<file path="config.mk">
export PLATFORM = sky130hd
export DESIGN_NAME = xspi_phy_slave_os
export DESIGN_NICKNAME = d
export VERILOG_FILES = /design/src/rtl/xspi_phy_slave_os.sv
export SDC_FILE = /design/constraint.sdc
export NUM_CORES = 1
export LEC_CHECK = 0
export BUFFER_PORTS_ARGS = -buffer_cell sky130_fd_sc_hd__buf_2
export CORE_ASPECT_RATIO = 1.75
export CORE_UTILIZATION = 30
export CTS_BUF_LIST = sky130_fd_sc_hd__clkbuf_8 sky130_fd_sc_hd__clkbuf_16
export DETAILED_ROUTE_END_ITERATION = 8
export GPL_TIMING_DRIVEN = 0
export HOLD_SLACK_MARGIN = 0.06
export SLEW_MARGIN = 40
export SYNTH_ARGS = -nofsm -noshare
export SYNTH_HDL_FRONTEND = slang
export SYNTH_SLANG_ARGS = --single-unit
</file>
<file path="constraint.sdc">
create_clock -name clk_i -period 4 [get_ports clk_i]
set_clock_uncertainty 0.15 [all_clocks]
set_input_delay 0.2 -clock clk_i [delete_from_list [all_inputs] [get_ports clk_i]]
set_output_delay 0.2 -clock clk_i [all_outputs]
set_load 0.01 [all_outputs]
</file>
<file path="src/rtl/xspi_phy_slave_os.sv">
// Oversampled x1/x2/x4/x8 SPI slave PHY in the system clock domain.
// Ports: clk_i/rst_i; pad sck_i, sce_i, sio_i, sio_o, sio_oe;
//   descriptor txn_valid_i/txn_ready_o + txnbc_i, txnmode_i, txndir_i,
//   txndummy_i, txndata_i; results txndata_o, txndone_o,
//   txnabort_o, txnovr_o, busy_o.
module xspi_phy_slave_os #(
  parameter int WORD_SIZE        = 32,
  parameter int CYCLE_COUNT_BITS = 6,
  parameter int DUMMY_BITS       = 5,
  parameter int SYNC_STAGES      = 2
) (
  input  logic                        clk_i,
  input  logic                        rst_i,
  input  logic                        sck_i,
  input  logic                        sce_i,
  input  logic [7:0]                  sio_i,
  output logic [7:0]                  sio_o,
  output logic                        sio_oe,
  input  logic                        txn_valid_i,
  output logic                        txn_ready_o,
  input  logic [CYCLE_COUNT_BITS-1:0] txnbc_i,
  input  logic [1:0]                  txnmode_i,
  input  logic                        txndir_i,
  input  logic [DUMMY_BITS-1:0]       txndummy_i,
  input  logic [WORD_SIZE-1:0]        txndata_i,
  output logic [WORD_SIZE-1:0]        txndata_o,
  output logic                        txndone_o,
  output logic                        txnabort_o,
  output logic                        txnovr_o,
  output logic                        busy_o
);

  localparam int CW = CYCLE_COUNT_BITS + 1;
  localparam int PW = $clog2(WORD_SIZE);

  typedef enum logic [1:0] {
    S_IDLE,
    S_DUMMY,
    S_DATA
  } state_t;

  // pad synchronisers, equal depth on all three
  logic [SYNC_STAGES-1:0]      sck_sr;
  logic [SYNC_STAGES-1:0]      sce_sr;
  logic [SYNC_STAGES-1:0][7:0] sio_sr;
  logic                        sck_d;
  logic                        ce_d;

  always_ff @(posedge clk_i or posedge rst_i) begin
    if (rst_i) begin
      sck_sr <= '0;
      sce_sr <= '0;
      sio_sr <= '0;
      sck_d  <= 1'b0;
      ce_d   <= 1'b0;
    end else begin
      sck_sr <= {sck_sr[SYNC_STAGES-2:0], sck_i};
      sce_sr <= {sce_sr[SYNC_STAGES-2:0], sce_i};
      sio_sr <= {sio_sr[SYNC_STAGES-2:0], sio_i};
      sck_d  <= sck_sr[SYNC_STAGES-1];
      ce_d   <= sce_sr[SYNC_STAGES-1];
    end
  end

  logic       sck_s;
  logic       ce;
  logic [7:0] sio_s;
  logic       rise;
  logic       fall;
  logic       ce_fall;

  assign sck_s   = sck_sr[SYNC_STAGES-1];
  assign ce      = sce_sr[SYNC_STAGES-1];
  assign sio_s   = sio_sr[SYNC_STAGES-1];
  assign rise    = sck_s & ~sck_d;
  assign fall    = ~sck_s & sck_d;
  assign ce_fall = ce_d & ~ce;

  // descriptor-derived values: cycle count and bit index of word 0
  logic [CW-1:0] bc_x;
  logic [CW-1:0] round_in;
  logic [CW-1:0] cyc_in;
  logic [PW-1:0] pos_in;

  assign bc_x     = {1'b0, txnbc_i};
  assign round_in = (CW'(1) << txnmode_i) - CW'(1);
  assign cyc_in   = (bc_x + round_in) >> txnmode_i;
  assign pos_in   = PW'(cyc_in - CW'(1)) << txnmode_i;

  state_t                  state;
  logic [1:0]              mode_q;
  logic                    dir_q;
  logic [DUMMY_BITS-1:0]   dummy_q;
  logic [CW-1:0]           cyc_q;
  logic [DUMMY_BITS-1:0]   dcnt;
  logic [CW-1:0]           ccnt;
  logic [PW-1:0]           pos_q;
  logic [WORD_SIZE-1:0]    data_q;

  logic [7:0]              lane_mask;
  logic [7:0]              word;
  logic [WORD_SIZE-1:0]    cap;

  always_comb begin
    lane_mask = 8'h01;
    cap       = {txndata_o[WORD_SIZE-2:0], sio_s[0]};
    unique case (mode_q)
      2'b00: begin
        lane_mask = 8'h01;
        cap = {txndata_o[WORD_SIZE-2:0], sio_s[0]};
      end
      2'b01: begin
        lane_mask = 8'h03;
        cap = {txndata_o[WORD_SIZE-3:0], sio_s[1:0]};
      end
      2'b10: begin
        lane_mask = 8'h0f;
        cap = {txndata_o[WORD_SIZE-5:0], sio_s[3:0]};
      end
      2'b11: begin
        lane_mask = 8'hff;
        cap = {txndata_o[WORD_SIZE-9:0], sio_s};
      end
    endcase
  end

  assign word = 8'(data_q >> pos_q) & lane_mask;

  logic abort_ok;
  assign abort_ok = (dcnt != '0) || (ccnt != '0);

  always_ff @(posedge clk_i or posedge rst_i) begin
    if (rst_i) begin
      state      <= S_IDLE;
      mode_q     <= '0;
      dir_q      <= 1'b0;
      dummy_q    <= '0;
      cyc_q      <= '0;
      dcnt       <= '0;
      ccnt       <= '0;
      pos_q      <= '0;
      data_q     <= '0;
      txndata_o  <= '0;
      txndone_o  <= 1'b0;
      txnabort_o <= 1'b0;
      txnovr_o   <= 1'b0;
      sio_o      <= '0;
    end else begin
      txndone_o  <= 1'b0;
      txnabort_o <= 1'b0;
      txnovr_o   <= 1'b0;
      // registered so the word moves one clk after the fall is acted on
      sio_o      <= (state == S_DATA) ? word : 8'h00;
      unique case (state)
        S_IDLE: begin
          if (rise && ce)
            txnovr_o <= 1'b1;
          if (txn_valid_i) begin
            mode_q  <= txnmode_i;
            dir_q   <= txndir_i;
            dummy_q <= txndummy_i;
            cyc_q   <= cyc_in;
            pos_q   <= pos_in;
            data_q  <= txndata_i;
            dcnt    <= '0;
            ccnt    <= '0;
            state   <= (txndummy_i != '0) ? S_DUMMY : S_DATA;
          end
        end
        S_DUMMY: begin
          if (ce_fall) begin
            if (abort_ok) begin
              txnabort_o <= 1'b1;
              state      <= S_IDLE;
            end
          end else if (rise && ce) begin
            dcnt <= dcnt + DUMMY_BITS'(1);
            if (dcnt + DUMMY_BITS'(1) == dummy_q)
              state <= S_DATA;
          end
        end
        S_DATA: begin
          if (ce_fall) begin
            if (abort_ok) begin
              txnabort_o <= 1'b1;
              state      <= S_IDLE;
            end
          end else if (rise && ce) begin
            txndata_o <= cap;
            ccnt      <= ccnt + CW'(1);
            if (ccnt + CW'(1) == cyc_q) begin
              txndone_o <= 1'b1;
              state     <= S_IDLE;
            end
          end else if (fall && ce && ccnt != '0) begin
            pos_q <= pos_q - (PW'(1) << mode_q);
          end
        end
        default: state <= S_IDLE;
      endcase
    end
  end

  assign txn_ready_o = (state == S_IDLE);
  assign busy_o      = (state != S_IDLE);
  assign sio_oe      = ce && (state == S_DATA) && dir_q;

endmodule

</file>
==> out/metrics.yaml <==
grt_antenna_before_repair: 0
fin_area_um2: 10100
grt_pass1_wl_um: 35300
synthDistinctLibCells: 75
fp.dieW_um: 126
critPathBufInv: 3
synth_edf_count: 0
core_area_um2: 26100
n_antenna_cell: 0
period_minus_slack_ns: 3.71
cp_slowest_cell: "buf_1"
syn_to_final_growth_pct: 26.2
synth_ff_type: "dfrtp_1"
worstSetupStartpointType: "flop"
rows: 78
cts_tree: "yes"
num-nets-final: 965
ctsLongestPathBuffers: 2
overflow: 0
timing.fmax_ghz: 0.270
grtUsageTotal: 0.167
route.met3.wl_um: 956
cap_violations: 0
via_per_inst: 5.23
crit_chain: "buf_1 > clkbuf_2 > buf_2 > nand2b_1 > ha_1 > nor2b_1 > a221oi_1 > xnor2_1 > and2_1 > nor4_1 > mux2_1 > o31ai_1"
dpl_cell_area_um2: 8980
syn_area_per_cell_um2: 11.3
ir_drop_mv: 0.408
leakagePower_nw: 4.54
insertion_delay_ns: 0.43
met2_length_um: 12000
grt_max_degree: 73
synth_area_leader_cell: "dfrtp_1"
ys_ff_latch: 131
synthTopCellsByCount: "dfrtp_1 (131), mux2_2 (72), nand2_1 (55)"
htreeDepth: 4
dr.pass1.iters: 9
clk_pin_slew_worst_paths_ns: 0.06
syn_area_um2: 8030
wirelength_um: 21600
start_util: 0.308
slew-limit-headroom: 0.483
critPathRequiredTime_ns: 4.18
fill_cells: 2525
outcome: "finished with violations"
hp-class: "input port to async pin"
powerDensity_nw_per_um2: 683
crit_path_end_kind: "flop"
cts_sinks: 131
synth_area_leaders: "dfrtp_1 (41%), mux4_2 (12%), mux2_2 (10%)"
crit_family: "buffers and inverters"
place_congestion: 0.919
drive_gt1_frac: 0.323
violations: "DRC"
ant_nets: 0
maxUsedRoutingLayer: "met4"
setup_viol: 0
cpPeakStageDelay_ns: 0.48
worst-path-max-fanout: 10
ys_warn_count: 0
ioPinCount: 105
ys_seq_area_frac: 0.408
port-buffer-count: 104
rsz0062_at_grt: "no"
synthArstFlopShare: 1.00
vias: 6359
hold_viol_final: 0
grt_pass1_vias: 6605
worstSetupPathType: "flop to flop"
dr.first_iter.drc_count: 321
timing.hold.ws_ns: 0.181
dpl.hpwl_um: 16300
die_h_um: 218
worstMarginPinSlew_ns: 0.776
arrival_ns: 3.89
period_share: 0.927
dieArea_um2: 27400
wl_met1_um: 7710
final_max_slew_viol_count: 0
cts-root-buf: "clkbuf_16"
drc: 10
numCtsBuffers: 17
wire_per_inst_um: 17.8
synthesis.nets: 791
synth.most_common_cell: "dfrtp_1"
netlist_instances: 708
synth.top_cell.area_share: 0.408
## flip-flops by register name (all words and copies together) (netlist names)
| name | flops |
|---|---|
| data_q | 32 |
| txndata_o | 32 |
| sio_o | 8 |
| sio_s | 8 |
| sio_sr | 8 |
| ccnt | 7 |
| cyc_q | 7 |
| dcnt | 5 |
| dummy_q | 5 |
| pos_q | 5 |
| mode_q | 2 |
| sce_sr | 2 |
| sck_sr | 2 |
| state | 2 |
| ce_d | 1 |
| dir_q | 1 |
| sck_d | 1 |
| txnabort_o | 1 |
| txndone_o | 1 |
| txnovr_o | 1 |
## routing by layer
layer  track usage  vias up
li1              -     2941
met1         0.171     3123
met2         0.315      228
met3        0.0296       67
met4        0.0951        0
met5             0        -
## path summary, 6_finish.rpt
check	start	to	slack, ns	cells after the start
setup / recovery	mode_q[1]	pos_q[3]	0.29	12
hold / removal	rst_i	sio_sr[4]	0.18	3
setup reg to reg	mode_q[1]	pos_q[3]	0.29	12
hold reg to reg	sio_sr[0]	sio_s[0]	0.20	0
max in group asynchronous	rst_i	pos_q[3]	2.81	4
min in group clk_i	sio_sr[0]	sio_s[0]	0.20	0
## worst reg2reg max path, stage by stage, from the launching register on
cell and delay [ns]:
dfrtp_1 0.38, buf_1 0.48, clkbuf_2 0.40, buf_2 0.30
nand2b_1 0.09, ha_1 0.32, nor2b_1 0.15, a221oi_1 0.31
xnor2_1 0.16, and2_1 0.24, nor4_1 0.07, mux2_1 0.34
o31ai_1 0.24
## power by group
| group | leakage (nW) | switching [W] | internal [W] |
|---|---|---|---|
| clock network | 0.307 | 0.000635 | 0.00107 |
| registers | 1.66 | 0.000373 | 0.00168 |
| logic | 2.57 | 0.00163 | 0.00154 |
| total | 4.54 | 0.00264 | 0.00428 |
## timing repair
action / CTS / global route
gates resized for setup: 0 / 2
buffers inserted: 0 / 0
hold buffers: 50 / 0
endpoints found under the setup margin: 0 / 1
endpoints found under the hold margin: 109 / 0
## cells in the final DEF, fill, tap and decap left out, types with 22 or more instances in the layout
| cell type | netlist | final |
|---|---|---|
| a21oi_1 | 30 | 30 |
| buf_2 | 8 | 112 |
| dfrtp_1 | 131 | 131 |
| dlygate4sd3_1 | 0 | 50 |
| ha_1 | 22 | 22 |
| inv_1 | 30 | 29 |
| mux2_2 | 72 | 72 |
| mux2i_1 | 34 | 34 |
| mux4_2 | 43 | 43 |
| nand2_1 | 55 | 55 |
| nor2_1 | 39 | 39 |
| o21ai_0 | 43 | 43 |
## logic make-up (layout without fill, tap and decap cells)
logic type	count (synthesis)	in the layout	synth area share
xor gates and xnor gates	24	24	0.0271
AOI/OAI and AO/OA	134	134	0.111
buffers and inverters	77	264	0.0446
and+or+nand+nor	168	168	0.104
DFF	131	131	0.408
muxes	150	150	0.266
adders and majority gates	24	24	0.0393
## per-stage QoR
| stage | TNS (ns) | instances | utilization | setup slack [ns] | total power (W) |
|---|---|---|---|---|---|
| 2_1_floorplan | 0 | 708 | - | 0.152 | 0.00434 |
| 3_3_place_gp | -196.21 | 1132 | 0.343 | -1.51 | 0.00514 |
| 3_5_place_dp | 0 | 1133 | 0.345 | 0.0968 | 0.00519 |
| 4_1_cts | 0 | 1215 | 0.388 | 0.0831 | 0.00696 |
| 5_1_grt | 0 | 1215 | 0.389 | 0.0118 | 0.00735 |
| 6_report | 0 | 1215 | 0.389 | 0.291 | 0.00692 |
## area by class of cell
cell class                      instances  area [µm²]  area share
Timing Repair Buffer                  155        1050       0.104
Multi-Input combinational cell        500        4390       0.434
Clock inverter                         14         201      0.0199
Sequential cell                       131        3280       0.324
Inverter                               32         128      0.0126
Tap cell                              320         400      0.0395
Buffer                                 45         240      0.0237
Clock buffer                           18         439      0.0434
Power figures use the tool's default switching activity.
